<file path="src/rtl/xor_net_solver_if.sv">
// Stream and config bundle for xor_net_solver.
// master: the surrounding datapath that loads P, sends s and accepts c.
// slave:  the solver itself.
interface xor_net_solver_if #(
    parameter int unsigned N  = 14,
    parameter int unsigned RW = $clog2(N)
);
    logic          cfg_we;
    logic [RW-1:0] cfg_row;
    logic [N-1:0]  cfg_data;
    logic          in_valid;
    logic          in_ready;
    logic [N-1:0]  s;
    logic          out_valid;
    logic          out_ready;
    logic [N-1:0]  c;
    logic          singular;
    logic          check_err;

    modport master (
        output cfg_we, cfg_row, cfg_data, in_valid, s, out_ready,
        input  in_ready, out_valid, c, singular, check_err
    );

    modport slave (
        input  cfg_we, cfg_row, cfg_data, in_valid, s, out_ready,
        output in_ready, out_valid, c, singular, check_err
    );
endinterface

</file>
<file path="src/rtl/xor_net_solver.sv">
// xor_net_solver: recovers c from s = P*c over GF(2) by sequential Gauss-Jordan
// elimination, one PIVOT and one ELIM cycle per column.
// Optional macro XOR_NET_SOLVER_SELFCHECK_EN adds a CHECK state that re-encodes
// the result with the stored P and flags a mismatch on check_err.
module xor_net_solver #(
    parameter int unsigned N  = 14,
    parameter int unsigned RW = $clog2(N)
) (
    input logic              clk,
    input logic              rst_n,
    xor_net_solver_if.slave  bus
);

    typedef enum logic [2:0] {StIdle, StLoad, StPivot, StElim, StCheck, StDone} state_e;

    state_e        state_q, state_d;
    logic [N-1:0]  p_q [N];
    logic [N-1:0]  p_d [N];
    logic [N-1:0]  w_q [N];
    logic [N-1:0]  w_d [N];
    logic [N-1:0]  a_q, a_d;
    logic [N-1:0]  s_q, s_d;
    logic [RW-1:0] col_q, col_d;
    logic          sing_q, sing_d;
    logic          skip_q, skip_d;
`ifdef XOR_NET_SOLVER_SELFCHECK_EN
    logic          chk_q, chk_d;
    logic [N-1:0]  enc;
`endif

    logic          accept;
    logic          piv_found;
    logic [RW-1:0] piv_row;
    logic          last_col;

    assign accept   = (state_q == StIdle) && bus.in_valid;
    assign last_col = (col_q == RW'(N - 1));

    // State register with synchronous reset; reset restores identity P.
    always_ff @(posedge clk) begin
        if (!rst_n) begin
            state_q <= StIdle;
            a_q     <= '0;
            s_q     <= '0;
            col_q   <= '0;
            sing_q  <= 1'b0;
            skip_q  <= 1'b0;
            for (int i = 0; i < N; i++) begin
                p_q[i] <= N'(1) << i;
                w_q[i] <= '0;
            end
`ifdef XOR_NET_SOLVER_SELFCHECK_EN
            chk_q   <= 1'b0;
`endif
        end else begin
            state_q <= state_d;
            a_q     <= a_d;
            s_q     <= s_d;
            col_q   <= col_d;
            sing_q  <= sing_d;
            skip_q  <= skip_d;
            p_q     <= p_d;
            w_q     <= w_d;
`ifdef XOR_NET_SOLVER_SELFCHECK_EN
            chk_q   <= chk_d;
`endif
        end
    end

    // Next-state logic for the solve sequence.
    always_comb begin
        state_d = state_q;
        unique case (state_q)
            StIdle:  if (accept) state_d = StLoad;
            StLoad:  state_d = StPivot;
            StPivot: state_d = StElim;
            StElim: begin
                if (last_col) begin
`ifdef XOR_NET_SOLVER_SELFCHECK_EN
                    state_d = StCheck;
`else
                    state_d = StDone;
`endif
                end else begin
                    state_d = StPivot;
                end
            end
            StCheck: state_d = StDone;
            StDone:  if (bus.out_ready) state_d = StIdle;
            default: state_d = StIdle;
        endcase
    end

    // Lowest row at or below col with a 1 in column col.
    always_comb begin
        piv_found = 1'b0;
        piv_row   = '0;
        for (int r = N - 1; r >= 0; r--) begin
            if (r >= int'(col_q) && w_q[r][col_q]) begin
                piv_found = 1'b1;
                piv_row   = RW'(r);
            end
        end
    end

`ifdef XOR_NET_SOLVER_SELFCHECK_EN
    // Re-encode the solved word with the stored P.
    always_comb begin
        for (int i = 0; i < N; i++) begin
            enc[i] = ^(p_q[i] & a_q);
        end
    end
`endif

    // Datapath: config writes, load, row swap and parallel elimination.
    always_comb begin
        p_d    = p_q;
        w_d    = w_q;
        a_d    = a_q;
        s_d    = s_q;
        col_d  = col_q;
        sing_d = sing_q;
        skip_d = skip_q;
`ifdef XOR_NET_SOLVER_SELFCHECK_EN
        chk_d  = chk_q;
`endif
        unique case (state_q)
            StIdle: begin
                if (bus.cfg_we && (int'(bus.cfg_row) < N)) p_d[bus.cfg_row] = bus.cfg_data;
                if (accept) s_d = bus.s;
            end
            StLoad: begin
                w_d    = p_q;
                a_d    = s_q;
                col_d  = '0;
                sing_d = 1'b0;
            end
            StPivot: begin
                if (piv_found) begin
                    // piv_row == col degenerates to a no-op rewrite
                    w_d[col_q]   = w_q[piv_row];
                    w_d[piv_row] = w_q[col_q];
                    a_d[col_q]   = a_q[piv_row];
                    a_d[piv_row] = a_q[col_q];
                    skip_d       = 1'b0;
                end else begin
                    sing_d = 1'b1;
                    skip_d = 1'b1;
                end
            end
            StElim: begin
                if (!skip_q) begin
                    for (int i = 0; i < N; i++) begin
                        if (i != int'(col_q) && w_q[i][col_q]) begin
                            w_d[i] = w_q[i] ^ w_q[col_q];
                            a_d[i] = a_q[i] ^ a_q[col_q];
                        end
                    end
                end
                col_d = col_q + RW'(1);
            end
`ifdef XOR_NET_SOLVER_SELFCHECK_EN
            StCheck: chk_d = (enc != s_q) || sing_q;
`endif
            default: ;
        endcase
    end

    // Outputs are decoded from state; results only show while DONE.
    always_comb begin
        bus.in_ready  = (state_q == StIdle);
        bus.out_valid = (state_q == StDone);
        bus.c         = (state_q == StDone) ? a_q : '0;
        bus.singular  = (state_q == StDone) && sing_q;
`ifdef XOR_NET_SOLVER_SELFCHECK_EN
        bus.check_err = (state_q == StDone) && chk_q;
`else
        bus.check_err = 1'b0;
`endif
    end

endmodule

</file>
<file path="src/flat_wrapper.sv">
// flat-port wrapper written by rule: the top's interface ports become plain ports
module xor_net_solver_flat 
#(
    parameter int unsigned N  = 14,
    parameter int unsigned RW = $clog2(N)
)
  (clk, rst_n, bus_cfg_we, bus_cfg_row, bus_cfg_data, bus_in_valid, bus_s, bus_out_ready, bus_in_ready, bus_out_valid, bus_c, bus_singular, bus_check_err);
  xor_net_solver_if #(.N(N), .RW(RW)) bus_i ();
  input logic clk;
  input logic rst_n;
  input wire logic [$bits(bus_i.cfg_we)-1:0] bus_cfg_we;
  input wire logic [$bits(bus_i.cfg_row)-1:0] bus_cfg_row;
  input wire logic [$bits(bus_i.cfg_data)-1:0] bus_cfg_data;
  input wire logic [$bits(bus_i.in_valid)-1:0] bus_in_valid;
  input wire logic [$bits(bus_i.s)-1:0] bus_s;
  input wire logic [$bits(bus_i.out_ready)-1:0] bus_out_ready;
  output wire logic [$bits(bus_i.in_ready)-1:0] bus_in_ready;
  output wire logic [$bits(bus_i.out_valid)-1:0] bus_out_valid;
  output wire logic [$bits(bus_i.c)-1:0] bus_c;
  output wire logic [$bits(bus_i.singular)-1:0] bus_singular;
  output wire logic [$bits(bus_i.check_err)-1:0] bus_check_err;
  assign bus_i.cfg_we = bus_cfg_we;
  assign bus_i.cfg_row = bus_cfg_row;
  assign bus_i.cfg_data = bus_cfg_data;
  assign bus_i.in_valid = bus_in_valid;
  assign bus_i.s = bus_s;
  assign bus_i.out_ready = bus_out_ready;
  assign bus_in_ready = bus_i.in_ready;
  assign bus_out_valid = bus_i.out_valid;
  assign bus_c = bus_i.c;
  assign bus_singular = bus_i.singular;
  assign bus_check_err = bus_i.check_err;
  xor_net_solver #(.N(N), .RW(RW)) u_core (.clk(clk), .rst_n(rst_n), .bus(bus_i));
endmodule
</file>
<file path="config.mk">
export PLATFORM = sky130hd
export DESIGN_NAME = xor_net_solver_flat
export DESIGN_NICKNAME = d
export VERILOG_FILES = /design/src/rtl/xor_net_solver_if.sv /design/src/rtl/xor_net_solver.sv /design/src/flat_wrapper.sv
export SDC_FILE = /design/constraint.sdc
export NUM_CORES = 2
export LEC_CHECK = 0
export CORE_MARGIN = 3
export CORE_UTILIZATION = 50
export DETAILED_ROUTE_END_ITERATION = 7
export HOLD_SLACK_MARGIN = 0.08
export PLACE_DENSITY_LB_ADDON = 0.25
export SLEW_MARGIN = 10
export SYNTH_ARGS = -nofsm -noshare
export SYNTH_HDL_FRONTEND = slang
export SYNTH_SLANG_ARGS = --single-unit
export TNS_END_PERCENT = 10
</file>
<file path="constraint.sdc">
create_clock -name clk -period 6.1 [get_ports clk]
set_clock_uncertainty 0.05 [all_clocks]
set_input_delay 1.525 -clock clk [delete_from_list [all_inputs] [get_ports clk]]
set_output_delay 1.525 -clock clk [all_outputs]
set_load 0.02 [all_outputs]
</file>
Word-level counts from Yosys, hierarchy flattened:

Cells that the tools add are included.

* register bits: 429
* input bits: 37
* output and inout port bits: 18

* add/sub/neg operators: 1
* magnitude comparators: 25
* equality and inequality tests: 38
* muxes and demuxes: 124
* bitwise logic cells: 31
* reduce and logical (&&, ||, !) cells: 59

Operators by type and width (number)
* bitwise mux 196 bit: 3
* case mux 196 bit (3 select lines): 1
* two-way mux 196 bit: 2
* two-way mux 14 bit: 24
* XOR 14 bit: 14
* demux 14 bit (select 4 bit): 3
* binary-select mux 14 bit (select 4 bit): 2
* binary-select mux 1 bit (select 4 bit): 16
* two-way mux 4 bit: 14
* AND reduction 4 bit: 14
* two-way mux 1 bit: 48
* case mux 14 bit (3 select lines): 1
* logical AND 1 bit: 36
* != test 2 x 1 -> 1 bit (second input constant): 16
* != test 4 bit (first input constant): 8
* bitwise mux 14 bit: 2
* >= comparator 4 bit (first input constant): 6
* case mux 3 bit (6 select lines): 1
* >= comparator 3 x 4 -> 1 bit (first input constant): 4
* != test 3 x 4 -> 1 bit (first input constant): 4
* >= comparator 5 bit (second input constant): 3
* < comparator 5 x 1 -> 1 bit (second input constant): 3
* NOT 4 -> 5 bit: 3
* XOR 1 bit: 14
* other kinds (21): 36

Logic depth before layout (Yosys ltp):

* word-level depth: 25
* gate-level depth with buffers: 23

Worst setup path before layout:

Ideal clock, no wire load.

* path type: flip-flop to flip-flop
* from: register u_core.col_q[1]
* to: register u_core.w_q[131] (netlist name)
* library setup time: 0.142 ns
* arrival time: 4.091 ns
* setup slack: 1.818 ns
* cell stages (with the launch flop): 21
* path buffers: 8
* period minus slack after synthesis: 4.282 ns
* cells stage by stage: dfxtp_1 -> buf_6 -> buf_6 -> buf_6 -> inv_1 -> clkbuf_1 -> clkbuf_1 -> ha_1 -> clkbuf_1 -> nand2_1 -> a21o_1 -> nor4bb_1 -> a211oi_1 -> or4_1 -> buf_4 -> buf_6 -> a221oi_2 -> a31oi_1 -> and4b_4 -> a2111oi_1 -> a2111oi_1

* cells in the longest elaborated chain, start to end: 25

Ends and longest elaborated chain
* start: declaration: line xor_net_solver.sv:23 `logic [RW-1:0] col_q, col_d;`
* start signal: assignment: line xor_net_solver.sv:59 `col_q <= col_d;`
* binary-select mux 1 bit (select 4 bit): line xor_net_solver.sv:99 `if (r >= int'(col_q) && w_q[r][col_q]) begin`
* two-way mux 1 bit (implied by the code): line xor_net_solver.sv:99
* logical AND 1 bit: line xor_net_solver.sv:99
* two-way mux 4 bit (14 in series): line xor_net_solver.sv:99
* NOT 4 -> 5 bit (implied by the code): line xor_net_solver.sv:141, xor_net_solver.sv:142
* >= comparator 5 bit (implied by the code) (tied with other cells): line xor_net_solver.sv:142 `w_d[piv_row] = w_q[col_q];`
* logical AND 1 bit (implied by the code) / two-way mux 14 bit (equally long branches): line xor_net_solver.sv:142, xor_net_solver.sv:141
* two-way mux 14 bit (on tied branches): line xor_net_solver.sv:142, xor_net_solver.sv:141
* demux 14 bit (select 4 bit) / bitwise mux 196 bit (equally long branches): line xor_net_solver.sv:142, xor_net_solver.sv:141
* bitwise mux 196 bit: line xor_net_solver.sv:142
* two-way mux 196 bit: line xor_net_solver.sv:139 `if (piv_found) begin`
* case mux 196 bit (3 select lines): line xor_net_solver.sv:127 `unique case (state_q)`
* end signal: assignment: line xor_net_solver.sv:63 `w_q <= w_d;`
* end: declaration: line xor_net_solver.sv:19 `logic [N-1:0] w_q [N];`

Several ways; a longest one is shown, not always the timed one. The select of a mux whose other input is x is not followed.
A chain may end at the register's enable or synchronous reset.

Final worst setup path:

* from: register u_core.col_q[1]
* to: register u_core.a_q[12]

* cells in the longest elaborated chain, start to end: 24

Ends and longest elaborated chain
* binary-select mux 1 bit (select 4 bit): line xor_net_solver.sv:99
* two-way mux 1 bit (implied by the code): line xor_net_solver.sv:99
* logical AND 1 bit: line xor_net_solver.sv:99
* two-way mux 4 bit (14 in series): line xor_net_solver.sv:99
* < comparator 4 x 5 -> 1 bit (implied by the code) / >= comparator 4 x 1 -> 1 bit (equally long branches): line xor_net_solver.sv:144 `a_d[piv_row] = a_q[col_q];`
* logical AND 1 bit (implied by the code): line xor_net_solver.sv:144
* two-way mux 1 bit (implied by the code): line xor_net_solver.sv:144
* demux 1 bit (select 4 bit)
* bitwise mux 14 bit: line xor_net_solver.sv:144
* two-way mux 14 bit: line xor_net_solver.sv:139
* case mux 14 bit (3 select lines): line xor_net_solver.sv:127
* end signal: assignment: line xor_net_solver.sv:43 `a_q <= '0;`
* end signal: assignment: line xor_net_solver.sv:57 `a_q <= a_d;`
* end: declaration: line xor_net_solver.sv:21 `logic [N-1:0] a_q, a_d;`

Several ways; a longest one is shown, not always the timed one. The select of a mux whose other input is x is not followed.

==> reports/qor.yml <==
critical_path:
  crit_start: "u_core.col_q[1]"
  worst-path-max-fanout: 22
  worstSetupStartpointType: "flop"
  slowest_delay_ns: 0.86
  cp_num_buf_inv: 2
  reg2reg_setup_slack_ns: 0.29
  cp_top_family: "compound AO/OA/AOI/OAI gates"
  crit_chain: "nand2b_1 > o22ai_1 > o21ai_0 > o2111ai_1 > a211oi_1 > or4_1 > buf_4 > a21oi_1 > a22o_1 > nor4bb_2 > buf_4 > nand2_1 > a41oi_1"
  slowest_stage: "nor4bb_2"
  criticalPathCategory: "reg -> reg"
  worstPathArrival_ns: 6.30
  cp_common_cell: "buf_4"
  reg2reg_from: "u_core.col_q[1]"
  crit_path_end_kind: "flop"
  required_ns: 6.59
layout:
  register_area_sq_um: 8600
  nFillCells: 5748
  final_cells: 4864
  final_nets: 4093
  drive_gt1_share_pct: 9.29
  final_area_sq_um: 32600
  area_delta_synth_final_pct: 9.46
  multi_input_area_sq_um: 19500
cts:
  clkTransAtPathRegs_ns: 0.07
  post_cts_buffers: 0
  cts_buffer_depth: 3
  post_cts_resized: 0
  htreeDepth: 2
  postCtsHoldBufs: 0
  cts_sinks: 429
  cts_tree: "done"
  clock_latency_ns: 0.63
  root_buffer: "clkbuf_16"
  numCtsBuffers: 49
logic_synthesis:
  synth_area_sq_um: 29800
  synth.distinct_cells: 102
  synth-seq-cells: 429
  synthTopCellsByArea: "dfxtp_1 29%, nand2_1 12%, a21oi_1 9.0%, o21ai_0 7.4%, clkbuf_1 4.1%"
  synth.largest_area_cell: "dfxtp_1"
  synthesis.nets: 4243
  synth_edf_count: 0
  synth_most_common_cell: "nand2_1"
  yosysSeqAreaShare_pct: 28.8
  synth.top_cell.area_share_pct: 28.8
  ys_warn_count: 0
  synth_ff_type: "dfxtp_1"
  ys_top_cells_by_count: "916 x nand2_1, 537 x a21oi_1, 443 x o21ai_0"
  async_flop_share_pct: 0
  synth.avg_cell_area_sq_um: 7.10
  synth_cells: 4202
placement:
  placed_cell_area_sq_um: 31000
  dp.cells: 4766
  dp_hpwl_um: 114000
  gp_congestion: 1.12
  portBuffers: 53
drt:
  via_per_inst: 7.31
  drt_iter0_drc: 6181
  routed_wl_um: 160000
  drc: 0
  vias: 35600
  dr.pass1.iters: 8
  antenna_left: 0
  routedWlPerCell_um: 32.9
timing:
  report.final.slew_viol_count: 0
  min_period_over_period_pct: 95.3
  max_clock_freq_mhz: 172
  post-route-min-period_ns: 5.81
  fin_tns_setup_ns: 0
  hold_violations: 0
  hold-worst-slack_ns: 0.407
  rsz0062_at_grt: "false"
  relSlewSlack_pct: 10.9
  setup_viol_count_final: 0
  tightest_slew_ns: 1.33
floorplan:
  start_util_pct: 51.1
  die_height_um: 250
  core-area_sq_um: 58400
  row_count: 88
  die-area_sq_um: 62600
  pin_count: 55
  die_w_um: 250
grt:
  grt_max_degree: 132
  grt_overflow: 0
  grt_pass1_vias: 31600
  grt_pass1_wl_um: 226000
  grt_antenna_before_repair: 15
  grt_most_used_layer: "met2"
  grtUsageTotal_pct: 48.7
  met1_usage_pct: 62.2
  met2_usage_pct: 67.8
  gr-usage-met3_pct: 21.4
worst_hold_path:
  hp-start: "u_core.p_q[36]"
  min_path_type: "reg -> reg"
power_and_ir_drop:
  switching_share_pct: 43.5
  comb_power_share_pct: 37.5
  p_leak_nw: 11.2
  ir_drop_v: 0.000240
  pwr-share-clk_pct: 29.7
  p_per_area_nw_per_um2: 316
  p_int_mw: 5.83
  pwr-share-seq_pct: 32.8
  p_switching_mw: 4.49
run_status:
  status: "finished clean"
run:
  cap_violations: 0
## state kept, by name (all words and copies together) (netlist names)
| name | flops |
|---|---|
| u_core.a_q | 14 |
| u_core.col_q | 4 |
| u_core.p_q | 196 |
| u_core.s_q | 14 |
| u_core.sing_q | 1 |
| u_core.skip_q | 1 |
| u_core.state_q | 3 |
| u_core.w_q | 196 |
## path summary, 6_finish.rpt
| kind | end | cells after the start |
|---|---|---|
| hold reg to reg | u_core.p_q[36] | 2 |
| hold / removal | u_core.p_q[36] | 2 |
| setup reg to reg | u_core.a_q[12] | 13 |
| setup / recovery | u_core.a_q[12] | 13 |
## metal layers
metal  vias to the layer above  wire (um)
met1                     16600      57800
met3                       763      27500
met5                         -         27
met4                         4      12000
met2                      3317      62900
li1                      14900          -
## power by group through the flow
| stage | Clock [mW] | Combinational (mW) | Sequential (mW) |
|---|---|---|---|
| after global placement | 0 | 3.57 | 3.40 |
| final | 3.07 | 3.87 | 3.38 |
| after detailed placement | 0 | 3.57 | 3.40 |
| after global routing | 3.16 | 3.93 | 3.36 |
| after CTS | 3.05 | 3.58 | 3.34 |
| after floorplan | 0 | 2.22 | 3.18 |
## metrics by stage
| stage | power (mW) | setup WS (ns) | utilization, % |
|---|---|---|---|
| global placement | 6.97 | 0.626 | 53.1 |
| finish | 10.3 | 0.285 | 55.9 |
| floorplan | 5.40 | 1.82 | - |
| global route | 10.4 | 0.282 | 55.9 |
| CTS | 9.97 | 0.642 | 55.9 |
| detailed placement | 6.97 | 0.640 | 53.1 |
## placed cells by master (no fill, tap or decap), drive strengths merged, types with 90 or more instances in the layout
master	netlist	final
nand3	129	129
buf	95	165
a31oi	110	110
mux2i	113	113
a221oi	90	90
o21ai	456	456
nor2	239	239
dfxtp	429	429
a21oi	539	539
nand2	917	917
## area by class of cell
type / count / area share (%)
repair buffers: 217 / 5.75
well taps: 765 / 2.93
diodes: 8 / 0.0613
clock inverters: 17 / 0.610
clock buffers: 73 / 4.31
multi-input cells: 3330 / 59.7
flip-flops and latches: 429 / 26.3
inverters: 25 / 0.303
## tightest hold or removal path: stages, from the launching register on
cell and delay, ns:
dfxtp_1 0.31, nand2_1 0.05, a21oi_1 0.05
## logic make-up after synthesis
logic type,share of synthesized area [%]
other,0.0126
DFF,28.8
buffers and inverters,6.50
adders and majority gates,0.168
and+or+nand+nor,20.8
muxes,8.05
AOI/OAI and AO/OA,32.1
xor gates and xnor gates,3.52
(Power assumes the default switching activity.)
